<file path="src/rtl/collision_pkg.sv">
// Shared event codes and widths for the collision event arbiter.
// The enum defines the event codes in order; bottom has the highest priority.
package collision_pkg;

   localparam int NUM_EVENTS = 7;
   localparam int COOL_W     = 4;
   localparam int CODE_W     = 3;

   typedef enum logic [CODE_W-1:0] {
      BOTTOM    = 3'd0,
      OBST_BAD  = 3'd1,
      OBST_GOOD = 3'd2,
      FLIPPER   = 3'd3,
      TOP       = 3'd4,
      LEFT      = 3'd5,
      RIGHT     = 3'd6
   } coll_event_e;

endpackage

</file>
<file path="src/rtl/coll_priority_enc.sv">
// Lowest-set-bit encoder over the event vector.
// Bit 0 (bottom) wins, so it is the highest-priority event.
import collision_pkg::*;

module coll_priority_enc (
   input  logic [NUM_EVENTS-1:0] vec,
   output logic [CODE_W-1:0]     code,
   output logic                  any
);

   always_comb begin
      code = '0;
      any  = |vec;
      // Scan downwards so the last hit is the lowest set bit.
      for (int i = NUM_EVENTS - 1; i >= 0; i--) begin
         if (vec[i]) begin
            code = CODE_W'(i);
         end
      end
   end

endmodule

</file>
<file path="src/rtl/collision_event_arbiter.sv">
// Accumulates collision pulses per frame, snapshots them at the frame boundary and
// dispatches one event at a time over valid/ready, with a per-event frame cooldown.
import collision_pkg::COOL_W;
import collision_pkg::CODE_W;

module collision_event_arbiter #(
   parameter int COOLDOWN_FRAMES = 4,
   parameter int NUM_EVENTS      = collision_pkg::NUM_EVENTS
) (
   input  logic                  clk,
   input  logic                  reset,
   input  logic                  start_of_frame,
   input  logic [NUM_EVENTS-1:0] coll_in,
   output logic                  event_valid,
   output logic [CODE_W-1:0]     event_code,
   input  logic                  event_ready,
   output logic                  busy,
   output logic                  overrun
);

   localparam logic [0:0] IDLE    = 1'b0;
   localparam logic [0:0] PRESENT = 1'b1;

   logic [0:0]            state_reg;
   logic [CODE_W-1:0]     event_code_reg;
   logic [NUM_EVENTS-1:0] acc_reg;
   logic [NUM_EVENTS-1:0] pend_reg;
   logic                  overrun_reg;

   logic                  handshake;
   logic [NUM_EVENTS-1:0] mask;
   logic [NUM_EVENTS-1:0] accept_vec;
   logic [NUM_EVENTS-1:0] snap;
   logic [NUM_EVENTS-1:0] rem;
   logic [NUM_EVENTS-1:0] pend_next;
   logic [CODE_W-1:0]     enc_code;
   logic                  enc_any;

   assign handshake  = (state_reg == PRESENT) && event_ready;
   assign accept_vec = handshake ? (NUM_EVENTS'(1) << event_code_reg) : '0;
   // The accepted code is about to enter cooldown, so it is masked from a coincident snapshot.
   assign snap       = start_of_frame ? (acc_reg & ~mask & ~accept_vec) : '0;
   assign rem        = pend_reg & ~accept_vec;
   assign pend_next  = (pend_reg | snap) & ~accept_vec;

   coll_priority_enc u_enc (
      .vec  (rem),
      .code (enc_code),
      .any  (enc_any)
   );

   genvar gi;
   generate
      for (gi = 0; gi < NUM_EVENTS; gi++) begin : g_cool
         logic [COOL_W-1:0] cool_reg;

         assign mask[gi] = (cool_reg != '0);

         always_ff @(posedge clk) begin
            if (reset) begin
               cool_reg <= '0;
            end else if (accept_vec[gi]) begin
               cool_reg <= COOL_W'(COOLDOWN_FRAMES);
            end else if (start_of_frame && (cool_reg != '0)) begin
               cool_reg <= cool_reg - 1'b1;
            end
         end
      end
   endgenerate

   always_ff @(posedge clk) begin
      if (reset) begin
         state_reg      <= IDLE;
         event_code_reg <= '0;
         acc_reg        <= '0;
         pend_reg       <= '0;
         overrun_reg    <= 1'b0;
      end else begin
         // A pulse coincident with the boundary starts the new frame's accumulation.
         acc_reg     <= start_of_frame ? coll_in : (acc_reg | coll_in);
         pend_reg    <= pend_next;
         overrun_reg <= start_of_frame && (pend_reg != '0) && (snap != '0);

         // Selection always works from the registered pend, so a snapshot is seen a cycle later.
         if (state_reg == IDLE) begin
            if (enc_any) begin
               state_reg      <= PRESENT;
               event_code_reg <= enc_code;
            end
         end else if (event_ready) begin
            if (enc_any) begin
               event_code_reg <= enc_code;
            end else begin
               state_reg <= IDLE;
            end
         end
      end
   end

   assign event_valid = (state_reg == PRESENT);
   assign event_code  = event_code_reg;
   assign busy        = (pend_reg != '0);
   assign overrun     = overrun_reg;

endmodule

</file>
<file path="config.mk">
export PLATFORM = sky130hd
export DESIGN_NAME = collision_event_arbiter
export DESIGN_NICKNAME = d
export VERILOG_FILES = /design/src/rtl/collision_pkg.sv /design/src/rtl/coll_priority_enc.sv /design/src/rtl/collision_event_arbiter.sv
export SDC_FILE = /design/constraint.sdc
export NUM_CORES = 1
export LEC_CHECK = 0
export ABC_AREA = 1
export BUFFER_PORTS_ARGS = -buffer_cell sky130_fd_sc_hd__buf_2
export CORE_AREA = 5 5 74 76
export DETAILED_ROUTE_END_ITERATION = 10
export DIE_AREA = 0 0 79 81
export PLACE_DENSITY = 0.73
export RECOVER_POWER = 25
export SLEW_MARGIN = 5
export SYNTH_ARGS = -nofsm -noshare
export SYNTH_HDL_FRONTEND = slang
export SYNTH_SLANG_ARGS = --single-unit
</file>
<file path="constraint.sdc">
create_clock -name clk -period 1.4 [get_ports clk]
set_input_delay 0.14 -clock clk [delete_from_list [all_inputs] [get_ports clk]]
set_output_delay 0.14 -clock clk [all_outputs]
set_load 0.1 [all_outputs]
</file>
==> summary.md, run 1 <==
| Metric | Value |
|---|---|
| Post-layout nets | about 400 |
| Total half-perimeter wirelength after legalization and detailed placement | 3.55 mm |
| Clock latency at the later pin of the worst-skew pair | 0.30 ns |
| Part of the power in the clock network | between 10% and 20% |
| Endpoints failing setup | 1 |
| Maximum fanout encountered on the critical timing path | 2 |
| Final critical delay including setup and external delays | 1.41 ns |
| Number of violations of the max-capacitance limit | 0 |
| Layer with the highest usage | met2 |
| Total track usage | around 16% |
| Number of placement rows | 25 |
| Post-Layout Cell Count | 436 |
| Final WS setup | -0.0110 ns |
| Total DRC errors in the routed layout | 0 |
| H-Tree Level Count | 2 |
| Router iterations before antenna repair | 4 |
| Main area contributors after synthesis | sky130_fd_sc_hd__dfxtp_1 (41%), sky130_fd_sc_hd__nand2_1 (13%), sky130_fd_sc_hd__inv_1 (10%) |
| Type of element capturing the critical path | flop |
| Count of mapped cells out of synthesis | 334 |
| Count of different cell masters after synthesis | 24 |
| Post-synthesis cell area | 2270 um2 |
| Slew at the pin with the worst max-slew slack | slightly below 0.5 ns |
| Fmax achieved | roughly 710 MHz |
| Critical Path Start Type | flop |
| Switching pwr | 3180 uW |
| Clock root cell | sky130_fd_sc_hd__clkbuf_8 |
| Largest net degree at the start of global routing | 19 |
| Register share of total power | 30.4% |
| Met1 GRT Util | 18.9% |
| Post-Syn Nets | around 350 |
| Aggregate routed wire length | slightly above 5 mm |
| RD Place Congestion | 0.974 |
| Die ar. | 6400 um2 |
| Via count of the first global-routing pass | 1903 |
| Synth warn | 0 |
| Number of port buffers | 16 |
| Die Y-Extent | between 80 and 90 um |
| Pre-CTS setup slack | -0.0252 ns |
| # placed instances | 416 |
| Layout cells sized above 1 | roughly a third |
| Starting density of the core | 48.8% |
| TritonCTS Buffers | 5 |
| CTS Buffer Depth | 2 |
| Leakage power of the design | 0.00145 uW |
| Hold Fails Final Rpt | 0 |
| I/O pin total | 17 |
| Critical path required time | 1.62 ns |
| CTS sink cnt | 47 |
| Worst endpoint data arrival time | 1.63 ns |
| Worst min-delay path category | input pin to flop |
| Clock transition time at the flip-flop clock pins of the worst setup and hold paths | approximately 0.09 ns |
| Number of violations reported at the end of detailed-routing iteration 0 | 81 |
| Failing checks | negative setup slack |
| Average wire per cell in the routed design | ~12 um |
| Layout-stage area growth over the synthesis result | 30.4% |
| Switching Share | 44.7% |
| Final global-route overflow total | 0 |
| Slew HR | 67.5% |
| Worst VDD drop | 0.00123 V |
| Unrepaired setup endpoints after global routing | yes |
| TritonCTS clock tree | built |
| Met2 capacity usage during global routing | 27.0% |
| Number of antenna violations at the first check in global routing | 0 |
| Via-per-instance ratio | 5.05 |
| Critical path start-end classification | flop to flop |
| Number of routed nets with antenna violations | 0 |
| Largest clock skew in the final design | 0.00500 ns |
| Core area | 4660 um2 |
| Number of enable flip-flop cells after synthesis | 0 |
| Mean instance size in the synthesized netlist | about 7 um2 |
| Total of hold buffers inserted after clock tree synthesis | 0 |
| Share of the clock period used by the worst path after layout | 101% |
| Final-report max-slew violation count | 0 |
| Internal cell power | 3930 uW |
| Leading area contributor after synthesis | sky130_fd_sc_hd__dfxtp_1 |
| Status | finished with violations |
| Share of total power in combinational logic | 56.9% |
| Largest register FFs | 28 |
| GR Layer Usage met3 | 3.77% |
| Pwr dens | 2400 nW/um2 |
| Fraction of synthesized cell area taken by the top area cell type | approximately 41% |
| Register area share after synthesis | 41.4% |
| Seq cells post-synth | 47 |
| Via Count | 2200 |
| Async S/R FF share, synth | 0% |
| Antenna fix cells | 0 |
| Global-route wire length before repair | between 8 and 9 mm |
| Die Width | 79 um |
| Main synth FF type | sky130_fd_sc_hd__dfxtp_1 |
==> power by group through the flow <==
stage               Sequential (uW)  Combinational [uW]  Clock, uW
finish                         2160                4040        909
detailed placement             2130                3260          0
global route                   2210                4490        989
floorplan                      2400                2120          0
global placement               2120                3170          0
CTS                            2110                3380        928
==> critical path: stages, from the launching register on <==
cell                      delay, ns
sky130_fd_sc_hd__dfxtp_2       0.33
sky130_fd_sc_hd__inv_2         0.07
sky130_fd_sc_hd__ha_4          0.13
sky130_fd_sc_hd__inv_4         0.04
sky130_fd_sc_hd__nor3_4        0.17
sky130_fd_sc_hd__buf_4         0.13
sky130_fd_sc_hd__nand4_1       0.13
sky130_fd_sc_hd__nand2_1       0.11
sky130_fd_sc_hd__nor2_1        0.05
sky130_fd_sc_hd__a31oi_1       0.16
==> path summary, 6_finish.rpt <==
path | cells after the start | to | from | slack [ns]
worst min-delay path | 3 | acc_reg[4] | coll_in[4] | 0.04
worst max register to register | 9 | overrun | g_cool[1].cool_reg[0] | -0.01
worst max-delay path | 9 | overrun | g_cool[1].cool_reg[0] | -0.01
worst min register to register | 2 | g_cool[2].cool_reg[0] | g_cool[2].cool_reg[0] | 0.47
==> stage by stage <==
stage | instance area (um2) | hold slack [ns] | TNS, ns | total power, uW | utilization, %
after detailed placement | 2570 | 0.353 | -0.0532 | 5390 | 55.1
final | 2960 | 0.0439 | -0.0110 | 7110 | 63.6
after floorplan | 2300 | 0.257 | -0.744 | 4530 | -
after CTS | 2720 | 0.0388 | 0 | 6410 | 58.4
after global routing | 2960 | 0.0564 | -0.591 | 7690 | 63.6
after global placement | 2570 | 0.345 | 0 | 5290 | 55.1
==> timing repair <==
item / 4_1_cts / 5_1_grt
endpoints found under the setup margin: 9 / 19
setup buffers: 2 / 10
gates resized for setup: 11 / 63
pin swaps: 4 / 18
==> layout by cell type, fill, tap and decap left out, types with 3 or more instances in the layout <==
master	netlist	routed
sky130_fd_sc_hd__buf_2	2	15
sky130_fd_sc_hd__nand2_2	3	16
sky130_fd_sc_hd__inv_2	1	13
sky130_fd_sc_hd__clkbuf_8	0	7
sky130_fd_sc_hd__inv_1	63	49
sky130_fd_sc_hd__a211oi_1	5	5
sky130_fd_sc_hd__o21ai_1	1	7
sky130_fd_sc_hd__nand3_1	16	15
sky130_fd_sc_hd__nor3_2	0	3
sky130_fd_sc_hd__dfxtp_2	0	7
sky130_fd_sc_hd__nand2_4	0	4
sky130_fd_sc_hd__nor2_2	2	9
sky130_fd_sc_hd__dfxtp_1	47	36
sky130_fd_sc_hd__nor2_4	1	3
sky130_fd_sc_hd__nand4_1	3	3
sky130_fd_sc_hd__buf_4	0	29
sky130_fd_sc_hd__nand2_1	78	61
sky130_fd_sc_hd__xor2_1	4	4
sky130_fd_sc_hd__ha_1	7	5
sky130_fd_sc_hd__a21oi_1	25	24
sky130_fd_sc_hd__o21ai_0	16	9
sky130_fd_sc_hd__nor2_1	36	27
sky130_fd_sc_hd__inv_4	0	3
sky130_fd_sc_hd__nor3b_2	0	6
sky130_fd_sc_hd__dfxtp_4	0	4
sky130_fd_sc_hd__nor3_1	9	4
==> layout make-up <==
class / instances / area, um2
clock buffer: 7 / 96.3
clock inverter: 1 / 6.26
fill: 399 / 1700
inverter: 64 / 245
multi-input combinational: 218 / 1270
sequential: 47 / 965
tap: 54 / 67.6
timing repair buffer: 45 / 313
==> per-layer routing <==
layer | vias up | part of all wire (%)
met5 | - | 0
met4 | 0 | 2.1
met3 | 9 | 4.3
met2 | 54 | 48
met1 | 995 | 46
li1 | 1142 | -
==> cell usage after synthesis, types with 4 or more instances <==
master and n:
sky130_fd_sc_hd__nor2_1 36, sky130_fd_sc_hd__a211oi_1 5, sky130_fd_sc_hd__a21oi_1 25, sky130_fd_sc_hd__dfxtp_1 47, sky130_fd_sc_hd__xor2_1 4, sky130_fd_sc_hd__nor3b_1 6
sky130_fd_sc_hd__nand2_1 78, sky130_fd_sc_hd__o21ai_0 16, sky130_fd_sc_hd__nor3_1 9, sky130_fd_sc_hd__nand3_1 16, sky130_fd_sc_hd__ha_1 7, sky130_fd_sc_hd__inv_1 63
==> logic make-up after synthesis <==
logic type | Yosys count | synth area share (%)
compound gates | 51 | 12.1
xor+xnor | 4 | 1.54
fa+ha+maj | 7 | 3.85
buf+inv | 69 | 11.5
flops | 47 | 41.4
simple gates | 156 | 29.6
(Power assumes the default switching activity.)
==> inputs of run 2 (changes only) <==
CORE_AREA = 3 3 72 74   (was 5 5 74 76)
DIE_AREA = 0 0 75 77   (was 0 0 79 81)
SKIP_LAST_GASP = 1   (was default)
==> run 2 against run 1 <==
The flow still finishes with violations (negative setup slack). Via count grew 1.5%. Worst setup slack got worse by 0.0095 ns. Die area is 9.8% lower. Core utilization up 2.5 points. Critical endpoint is now g_cool[5].cool_reg[2]. Register-to-register slack about the same. Hold slack worse by 0.0019 ns. Sequential power barely moved. Largest power group unchanged.
==> summary.md, run 2 (synthesis gave the netlist of run 1 again) <==
| Metric | Value |
|---|---|
| Status | finished with violations |
| Failing checks | negative setup slack |
| Leading cell types in the layout, fill and taps excluded | sky130_fd_sc_hd__nand2_1 (52), sky130_fd_sc_hd__inv_1 (48), sky130_fd_sc_hd__dfxtp_1 (34) |
| Launch point of the worst hold path | coll_in[0] |
| Critical-path cell with the highest stage delay | sky130_fd_sc_hd__dfxtp_2 |
| Kind of cell with the highest combined delay on the critical path | simple AND/OR/NAND/NOR gates |
| I/O pin total | 17 (unchanged) |
| Die Y-Extent | 77 um (-4.9%) |
| Fillers | 379 (-5.0%) |
| Post-layout nets | 400 (+0.25%) |
| Max incr delay on CP | 0.33 ns (about the same) |
| Share of total power in combinational logic | 57.5% (+0.6 points) |
| Fmax achieved | 704 MHz (-0.67%) |
| Global-route wire length before repair | 8.45 mm (+5.1%) |
| Layout-stage area growth over the synthesis result | 35.5% |
| R2R Path End | g_cool[5].cool_reg[2] |
| Antenna fix cells | 0 (unchanged) |
| Endpoints failing setup | 2 (+1) |
| RD Place Congestion | 0.928 (-4.7%) |
| Number of routed nets with antenna violations | 0 (unchanged) |
| Register share of total power | 28.3% (-2.1 points) |
| Aggregate routed wire length | 5.58 mm (+9.6%) |
| Number of antenna violations at the first check in global routing | 0 (unchanged) |
| Share of the clock period used by the worst path after layout | 101% (+0.68 points) |
| Post-Layout Cell Count | 437 (+0.23%) |
| Worst VDD drop | 0.00161 V (+31%) |
| Pre-CTS setup slack | -0.0288 ns (-0.00361 ns) |
| Type of element capturing the critical path | flop |
| Final global-route overflow total | 0 (unchanged) |
| Worst min-delay path category | input pin to flop |
| Number of cells traversed by the worst register-to-register path | 10 (+1) |
| TritonCTS clock tree | built |
| Most frequent standard cell in the layout excluding fill and tap cells | sky130_fd_sc_hd__nand2_1 |
| Clock root cell | sky130_fd_sc_hd__clkbuf_8 |
| Via-per-instance ratio | 5.11 (+1.3%) |
| Clock transition time at the flip-flop clock pins of the worst setup and hold paths | 0.08 ns (about the same) |
| Hold Fails Final Rpt | 0 (unchanged) |
| Share of the core filled with cells | 66.0% (+2.5 points) |
| Hold Path Sink | acc_reg[0] |
| Maximum fanout encountered on the critical timing path | 3 (+1) |
| Slew HR | 67.8% (+0.30 points) |
| Total half-perimeter wirelength after legalization and detailed placement | 3.54 mm (-0.38%) |
| Starting density of the core | 48.8% (unchanged) |
| Core area | 4660 um2 (unchanged) |
| Clock latency at the later pin of the worst-skew pair | 0.30 ns (about the same) |
| Final critical delay including setup and external delays | 1.42 ns (+0.00953 ns) |
| Router iterations before antenna repair | 4 (unchanged) |
| Via count of the first global-routing pass | 2034 (+6.9%) |
| CTS Buffer Depth | 2 (unchanged) |
| Count of buffer and inverter cells on the critical path | 4 (+1) |
| Total of hold buffers inserted after clock tree synthesis | 0 (unchanged) |
| Die Width | 75 um (-5.1%) |
| Via Count | 2233 (+1.5%) |
| Unrepaired setup endpoints after global routing | yes |
| Internal cell power | 4310 uW (+9.5%) |
| Number of placement rows | 25 (unchanged) |
| Reg2Reg Setup Slack | -0.02 ns (about the same) |
| Final WS setup | -0.0206 ns (-0.00953 ns) |
| Critical path start-end classification | flop to flop |
| Average wire per cell in the routed design | 12.8 um (+9.3%) |
| Final-report max-slew violation count | 0 (unchanged) |
| TritonCTS Buffers | 5 (unchanged) |
| FF-to-FF Start | g_cool[5].cool_reg[0] |
| Number of violations of the max-capacitance limit | 0 (unchanged) |
| Number of port buffers | 16 (unchanged) |
| Total track usage | 18.3% (+2.5 points) |
| Largest register FFs | 28 (unchanged) |
| Layout cells sized above 1 | 38.6% (+4.9 points) |
| Number of violations reported at the end of detailed-routing iteration 0 | 108 (+33%) |
| Largest net degree at the start of global routing | 16 (-3) |
| Critical Path Start Type | flop |
| H-Tree Level Count | 2 (unchanged) |
| Sequence of cells on the critical path | inv_2 > ha_4 > inv_2 > nor3_4 > inv_1 > nand2_2 > nor2_2 > xor2_1 > o21ai_1 > inv_1 |
| Critical path required time | 1.60 ns (-0.02 ns) |
| Switching Share | 44.2% (-0.47 points) |
| # placed instances | 417 (+0.24%) |
| Slew at the pin with the worst max-slew slack | 0.486 ns (-0.00456 ns) |
| Worst endpoint data arrival time | 1.62 ns (about the same) |
| Largest clock skew in the final design | 0.00311 ns (-0.00189 ns) |
| Die ar. | 5780 um2 (-9.8%) |
| Leakage power of the design | 0.00148 uW (+2.1%) |
| Hold path depth | 3 (unchanged) |
| Switching pwr | 3410 uW (+7.4%) |
| CTS sink cnt | 47 (unchanged) |
| Setup total negative slack | -0.0346 ns (-0.0236 ns) |
| Part of the power in the clock network | 14.2% (+1.4 points) |
| Pwr dens | 2510 nW/um2 (+4.5%) |
| Total DRC errors in the routed layout | 0 (unchanged) |
## run 2: cell count changes in the layout (fill, tap and decap cells not counted), sizes merged
cell    change
inv         -1
buf         +1
bufinv      +1
## run 2: area by class of cell
| cell class | instances | area [um2] | area share [%] |
|---|---|---|---|
| Clock buffer | 7 | 97.6 | 3.17 |
| Clock inverter | 1 | 30.0 | 0.976 |
| Tap cell | 54 | 67.6 | 2.20 |
| Sequential cell | 47 | 967 | 31.4 |
| Inverter | 64 | 243 | 7.89 |
| Multi-Input combinational cell | 218 | 1350 | 43.9 |
| Timing Repair Buffer | 46 | 320 | 10.4 |
## run 2: worst max path at each step
stage	slack, ns	cells after the start	from	end
floorplan	-0.47	4	pend_reg[4]	overrun
CTS	-0.002	10	g_cool[5].cool_reg[1]	g_cool[5].cool_reg[3]
global placement	-0.006	10	g_cool[5].cool_reg[0]	g_cool[5].cool_reg[2]
detailed placement	-0.03	10	g_cool[1].cool_reg[0]	g_cool[1].cool_reg[2]
finish	-0.02	10	g_cool[5].cool_reg[0]	g_cool[5].cool_reg[2]
global route	-0.15	10	event_code[0]	event_code[1]
## run 2: through the flow
step	area [um2]	hold slack (ns)	power [uW]
after floorplan	2300	0.257	4530
after detailed placement	2580	0.351	5380
after CTS	2730	0.0284	6550
after global placement	2580	0.344	5290
final	3080	0.0420	7720
after global routing	3080	0.0541	8340
## run 2: layer usage
metal | global-route usage (%) | part of all wire, %
met1 | 24.3 | 44
met2 | 28.6 | 49
met3 | 3.67 | 4.4
met4 | 7.47 | 2.2
met5 | 0 | 0
## run 2: power by group through the flow
stage / sequential (uW) / combinational, uW / clock (uW)
CTS: 2110 / 3320 / 1120
floorplan: 2400 / 2120 / 0
global route: 2240 / 4930 / 1170
global placement: 2120 / 3170 / 0
finish: 2180 / 4440 / 1100
detailed placement: 2130 / 3250 / 0
## run 2: tightest hold or removal path, cell delays in order
cell                      delay [ns]
sky130_fd_sc_hd__buf_2          0.07
sky130_fd_sc_hd__a21oi_1        0.03
sky130_fd_sc_hd__nor2_1         0.07
## run 2: timing repair
item	in CTS	in global routing
endpoints found under the hold margin	0	0
setup endpoints to repair	7	24
resized for setup	7	92
pin swaps	2	28
setup buffers	0	12
==> inputs of run 3 (changes only) <==
CORE_AREA = 3 3 75 77   (was 3 3 72 74)
DIE_AREA = 0 0 78 80   (was 0 0 75 77)
SYNTH_HIERARCHICAL = 1   (was default)
==> run 3 against run 2 <==
The run still ends with negative setup slack left. Final area down 2.2%. Area after synthesis up 8.6%. Die area up 8.1%. Combinational power down 16%. Sequential power about the same. Global-route usage down 1.0 points. Total power down 12%.
==> summary.md, run 3 <==
| Metric | Value |
|---|---|
| Final WS setup | -0.191 ns (-0.170 ns) |
| I/O pin total | 17 (unchanged) |
| Average wire per cell in the routed design | 10.8 um (-15%) |
| Via count of the first global-routing pass | 2039 (+0.25%) |
| Share of the clock period used by the worst path after layout | 114% (+12 points) |
| Post-layout nets | 418 (+4.5%) |
| Number of enable flip-flop cells after synthesis | 0 (unchanged) |
| CTS sink cnt | 47 (unchanged) |
| Endpoints failing setup | 5 (+3) |
| Router iterations before antenna repair | 5 (+1) |
| Async S/R FF share, synth | 0% (unchanged) |
| Layout-stage area growth over the synthesis result | 21.9% |
| Worst endpoint data arrival time | 1.81 ns (+0.19 ns) |
| Synth warn | 6 (+6) |
| Met1 GRT Util | 21.8% (-2.5 points) |
| RD Place Congestion | 0.837 (-9.8%) |
| Via Count | 2230 (-0.13%) |
| Leakage power of the design | 0.00141 uW (-5.3%) |
| Leading cell types in the layout, fill and taps excluded | sky130_fd_sc_hd__nand2_1 (80), sky130_fd_sc_hd__inv_1 (48), sky130_fd_sc_hd__dfxtp_1 (41) |
| Fraction of synthesized cell area taken by the top area cell type | 38.1% (-3.3 points) |
| FF-to-FF Start | event_code[0] |
| Launch point of the worst hold path | coll_in[3] |
| Met2 capacity usage during global routing | 29.7% (+1.1 points) |
| Total DRC errors in the routed layout | 0 (unchanged) |
| Hold path depth | 3 (unchanged) |
| R2R Path End | event_code[1] |
| Top cells by instance count after synthesis | sky130_fd_sc_hd__nand2_1 (83), sky130_fd_sc_hd__inv_1 (53), sky130_fd_sc_hd__dfxtp_1 (47) |
| Status | finished with violations |
| Number of violations of the max-capacitance limit | 0 (unchanged) |
| Total half-perimeter wirelength after legalization and detailed placement | 3.68 mm (+4.0%) |
| Most frequent cell after synthesis | sky130_fd_sc_hd__nand2_1 |
| Critical path start-end classification | flop to flop |
| Sequence of cells on the critical path | buf_6 > nor2_4 > nand2_2 > inv_2 > nor2_2 > nor3_2 > nand4_1 > nand2_2 > o21ai_1 > a21oi_1 |
| Maximum fanout encountered on the critical timing path | 5 (+2) |
| Number of violations reported at the end of detailed-routing iteration 0 | 111 (+2.8%) |
| Max incr delay on CP | 0.37 ns (+0.04 ns) |
| Core area | 5070 um2 (+8.9%) |
| Critical path required time | 1.62 ns (+0.02 ns) |
| CTS Buffer Depth | 2 (unchanged) |
| Slew HR | 43.4% (-24 points) |
| Post-synthesis cell area | 2470 um2 (+8.6%) |
| Global-route wire length before repair | 8.72 mm (+3.2%) |
| Kind of cell with the highest combined delay on the critical path | simple AND/OR/NAND/NOR gates |
| Layout cells sized above 1 | 23.9% (-15 points) |
| Pwr dens | 2240 nW/um2 (-11%) |
| Unrepaired setup endpoints after global routing | yes |
| Number of placement rows | 26 (+4.0%) |
| # placed instances | 446 (+7.0%) |
| Main area contributors after synthesis | sky130_fd_sc_hd__dfxtp_1 (38%), sky130_fd_sc_hd__nand2_1 (13%), sky130_fd_sc_hd__inv_1 (8.1%) |
| Worst Hold Slack | 0.0481 ns (+0.00612 ns) |
| Largest net degree at the start of global routing | 17 (+1) |
| Hold Path Sink | acc_reg[3] |
| Leading area contributor after synthesis | sky130_fd_sc_hd__dfxtp_1 |
| Critical Path Start Type | flop |
| Post-Layout Cell Count | 464 (+6.2%) |
| Seq cells post-synth | 47 (unchanged) |
| Starting density of the core | 48.6% (-0.11 points) |
| Number of antenna violations at the first check in global routing | 0 (unchanged) |
| Failing checks | negative setup slack |
| Die ar. | 6240 um2 (+8.1%) |
| Count of mapped cells out of synthesis | 347 (+3.9%) |
| Fmax achieved | 629 MHz (-11%) |
| Aggregate routed wire length | 5.03 mm (-9.9%) |
| Clock latency at the later pin of the worst-skew pair | 0.30 ns (about the same) |
| Main synth FF type | sky130_fd_sc_hd__dfxtp_1 |
| H-Tree Level Count | 2 (unchanged) |
| Final-report max-slew violation count | 0 (unchanged) |
| Worst min-delay path category | input pin to flop |
| Via-per-instance ratio | 4.81 (-5.9%) |
| Critical-path cell with the highest stage delay | sky130_fd_sc_hd__dfxtp_4 |
| Number of routed nets with antenna violations | 0 (unchanged) |
| Clock root cell | sky130_fd_sc_hd__clkbuf_8 |
| Count of buffer and inverter cells on the critical path | 2 (-2) |
| Count of different cell masters after synthesis | 28 (+17%) |
| Final critical delay including setup and external delays | 1.59 ns (+0.170 ns) |
| Type of element capturing the critical path | flop |
| Die Y-Extent | 80 um (+3.9%) |
| Largest clock skew in the final design | 0.0110 ns (+0.00789 ns) |
| Register Area | 958 um2 (-0.91%) |
| Worst VDD drop | 0.00128 V (-21%) |
| Hold Fails Final Rpt | 0 (unchanged) |
| Total of hold buffers inserted after clock tree synthesis | 0 (unchanged) |
| Final global-route overflow total | 0 (unchanged) |
| Fillers | 491 (+30%) |
| Layer with the highest usage | met2 |
| Number of cells traversed by the worst register-to-register path | 10 (unchanged) |
| Combined area of the multi-input logic cells | 1350 um2 (about the same) |
| Register area share after synthesis | 38.1% (-3.3 points) |
| Post-Syn Nets | 372 (+5.7%) |
| Antenna fix cells | 0 (unchanged) |
| Mean instance size in the synthesized netlist | 7.11 um2 (+4.6%) |
| Largest register FFs | 28 (unchanged) |
| Pre-CTS setup slack | -0.159 ns (-0.131 ns) |
| Reg2Reg Setup Slack | -0.19 ns (-0.17 ns) |
| Crit-path most repeated cell | sky130_fd_sc_hd__nand2_2 |
| TritonCTS clock tree | built |
| Die Width | 78 um (+4.0%) |
| TritonCTS Buffers | 5 (unchanged) |
| Clock transition time at the flip-flop clock pins of the worst setup and hold paths | 0.08 ns (about the same) |
| Slew at the pin with the worst max-slew slack | 0.849 ns (+0.363 ns) |
| Most frequent standard cell in the layout excluding fill and tap cells | sky130_fd_sc_hd__nand2_1 |
| Number of port buffers | 16 (unchanged) |
| Total track usage | 17.3% (-1.0 points) |
| GR Layer Usage met3 | 3.84% (+0.17 points) |
-- run 3: power by group --
part,switching [uW],internal (uW)
clock network,428,399
registers,391,1790
logic,2320,1430
total,3140,3620
-- run 3: metal layers --
metal / part of all wire, % / up-vias / routed length (um)
met5: 0 / - / 0
met4: 1.2 / 0 / 62
met3: 3.0 / 7 / 149
met2: 48 / 28 / 2410
met1: 48 / 1003 / 2410
li1: - / 1192 / -
-- run 3: area by class of cell --
| cell class | count | area share [%] |
|---|---|---|
| Tap cell | 70 | 2.91 |
| Multi-Input combinational cell | 238 | 44.9 |
| Sequential cell | 47 | 31.8 |
| Timing Repair Buffer | 43 | 9.85 |
| Inverter | 58 | 7.48 |
| Clock buffer | 7 | 2.87 |
| Clock inverter | 1 | 0.166 |
-- run 3: how the worst max path moves through the flow --
stage | from | to | slack [ns] | depth (start not counted)
2_1_floorplan | pend_reg[1] | overrun | -0.46 | 4
3_3_place_gp | event_code[1] | event_code[0] | -0.07 | 10
3_5_place_dp | event_code[1] | event_code[0] | -0.16 | 10
4_1_cts | event_code[0] | event_code[0] | -0.16 | 10
5_1_grt | event_code[0] | event_code[1] | -0.32 | 10
6_report | event_code[0] | event_code[1] | -0.19 | 10
-- run 3: cell families after synthesis --
logic type	synth area share, %
buffers and inverters	9.93
AND/OR/NAND/NOR	26.1
adder cells (fa/ha/maj)	7.10
flip-flops	38.1
XOR/XNOR	4.97
AO/OA/AOI/OAI	13.8
-- run 3: worst register-to-register path: stages (launching register included) --
cell	delay, ns
sky130_fd_sc_hd__dfxtp_4	0.37
sky130_fd_sc_hd__buf_6	0.12
sky130_fd_sc_hd__nor2_4	0.08
sky130_fd_sc_hd__nand2_2	0.06
sky130_fd_sc_hd__inv_2	0.06
sky130_fd_sc_hd__nor2_2	0.04
sky130_fd_sc_hd__nor3_2	0.19
sky130_fd_sc_hd__nand4_1	0.20
sky130_fd_sc_hd__nand2_2	0.16
sky130_fd_sc_hd__o21ai_1	0.08
sky130_fd_sc_hd__a21oi_1	0.14
-- run 3: what timing repair did --
action                                 4_1_cts  5_1_grt
setup endpoints to repair                    3       14
resized for setup                            6       14
pin swaps                                   12       10
endpoints found under the hold margin        0        0
gates cloned                                 0        0
buffers inserted                             6        4
-- run 3: through the flow --
step                      util (%)  total power, uW  cell area, um2  setup TNS (ns)
after CTS                     58.0             6650            2940          -0.546
after detailed placement      55.0             5720            2790          -0.392
final                         59.3             6750            3010          -0.606
after global routing          59.3             7390            3010           -1.74
after floorplan                  -             4920            2510           -1.25
after global placement        55.0             5600            2790          -0.119
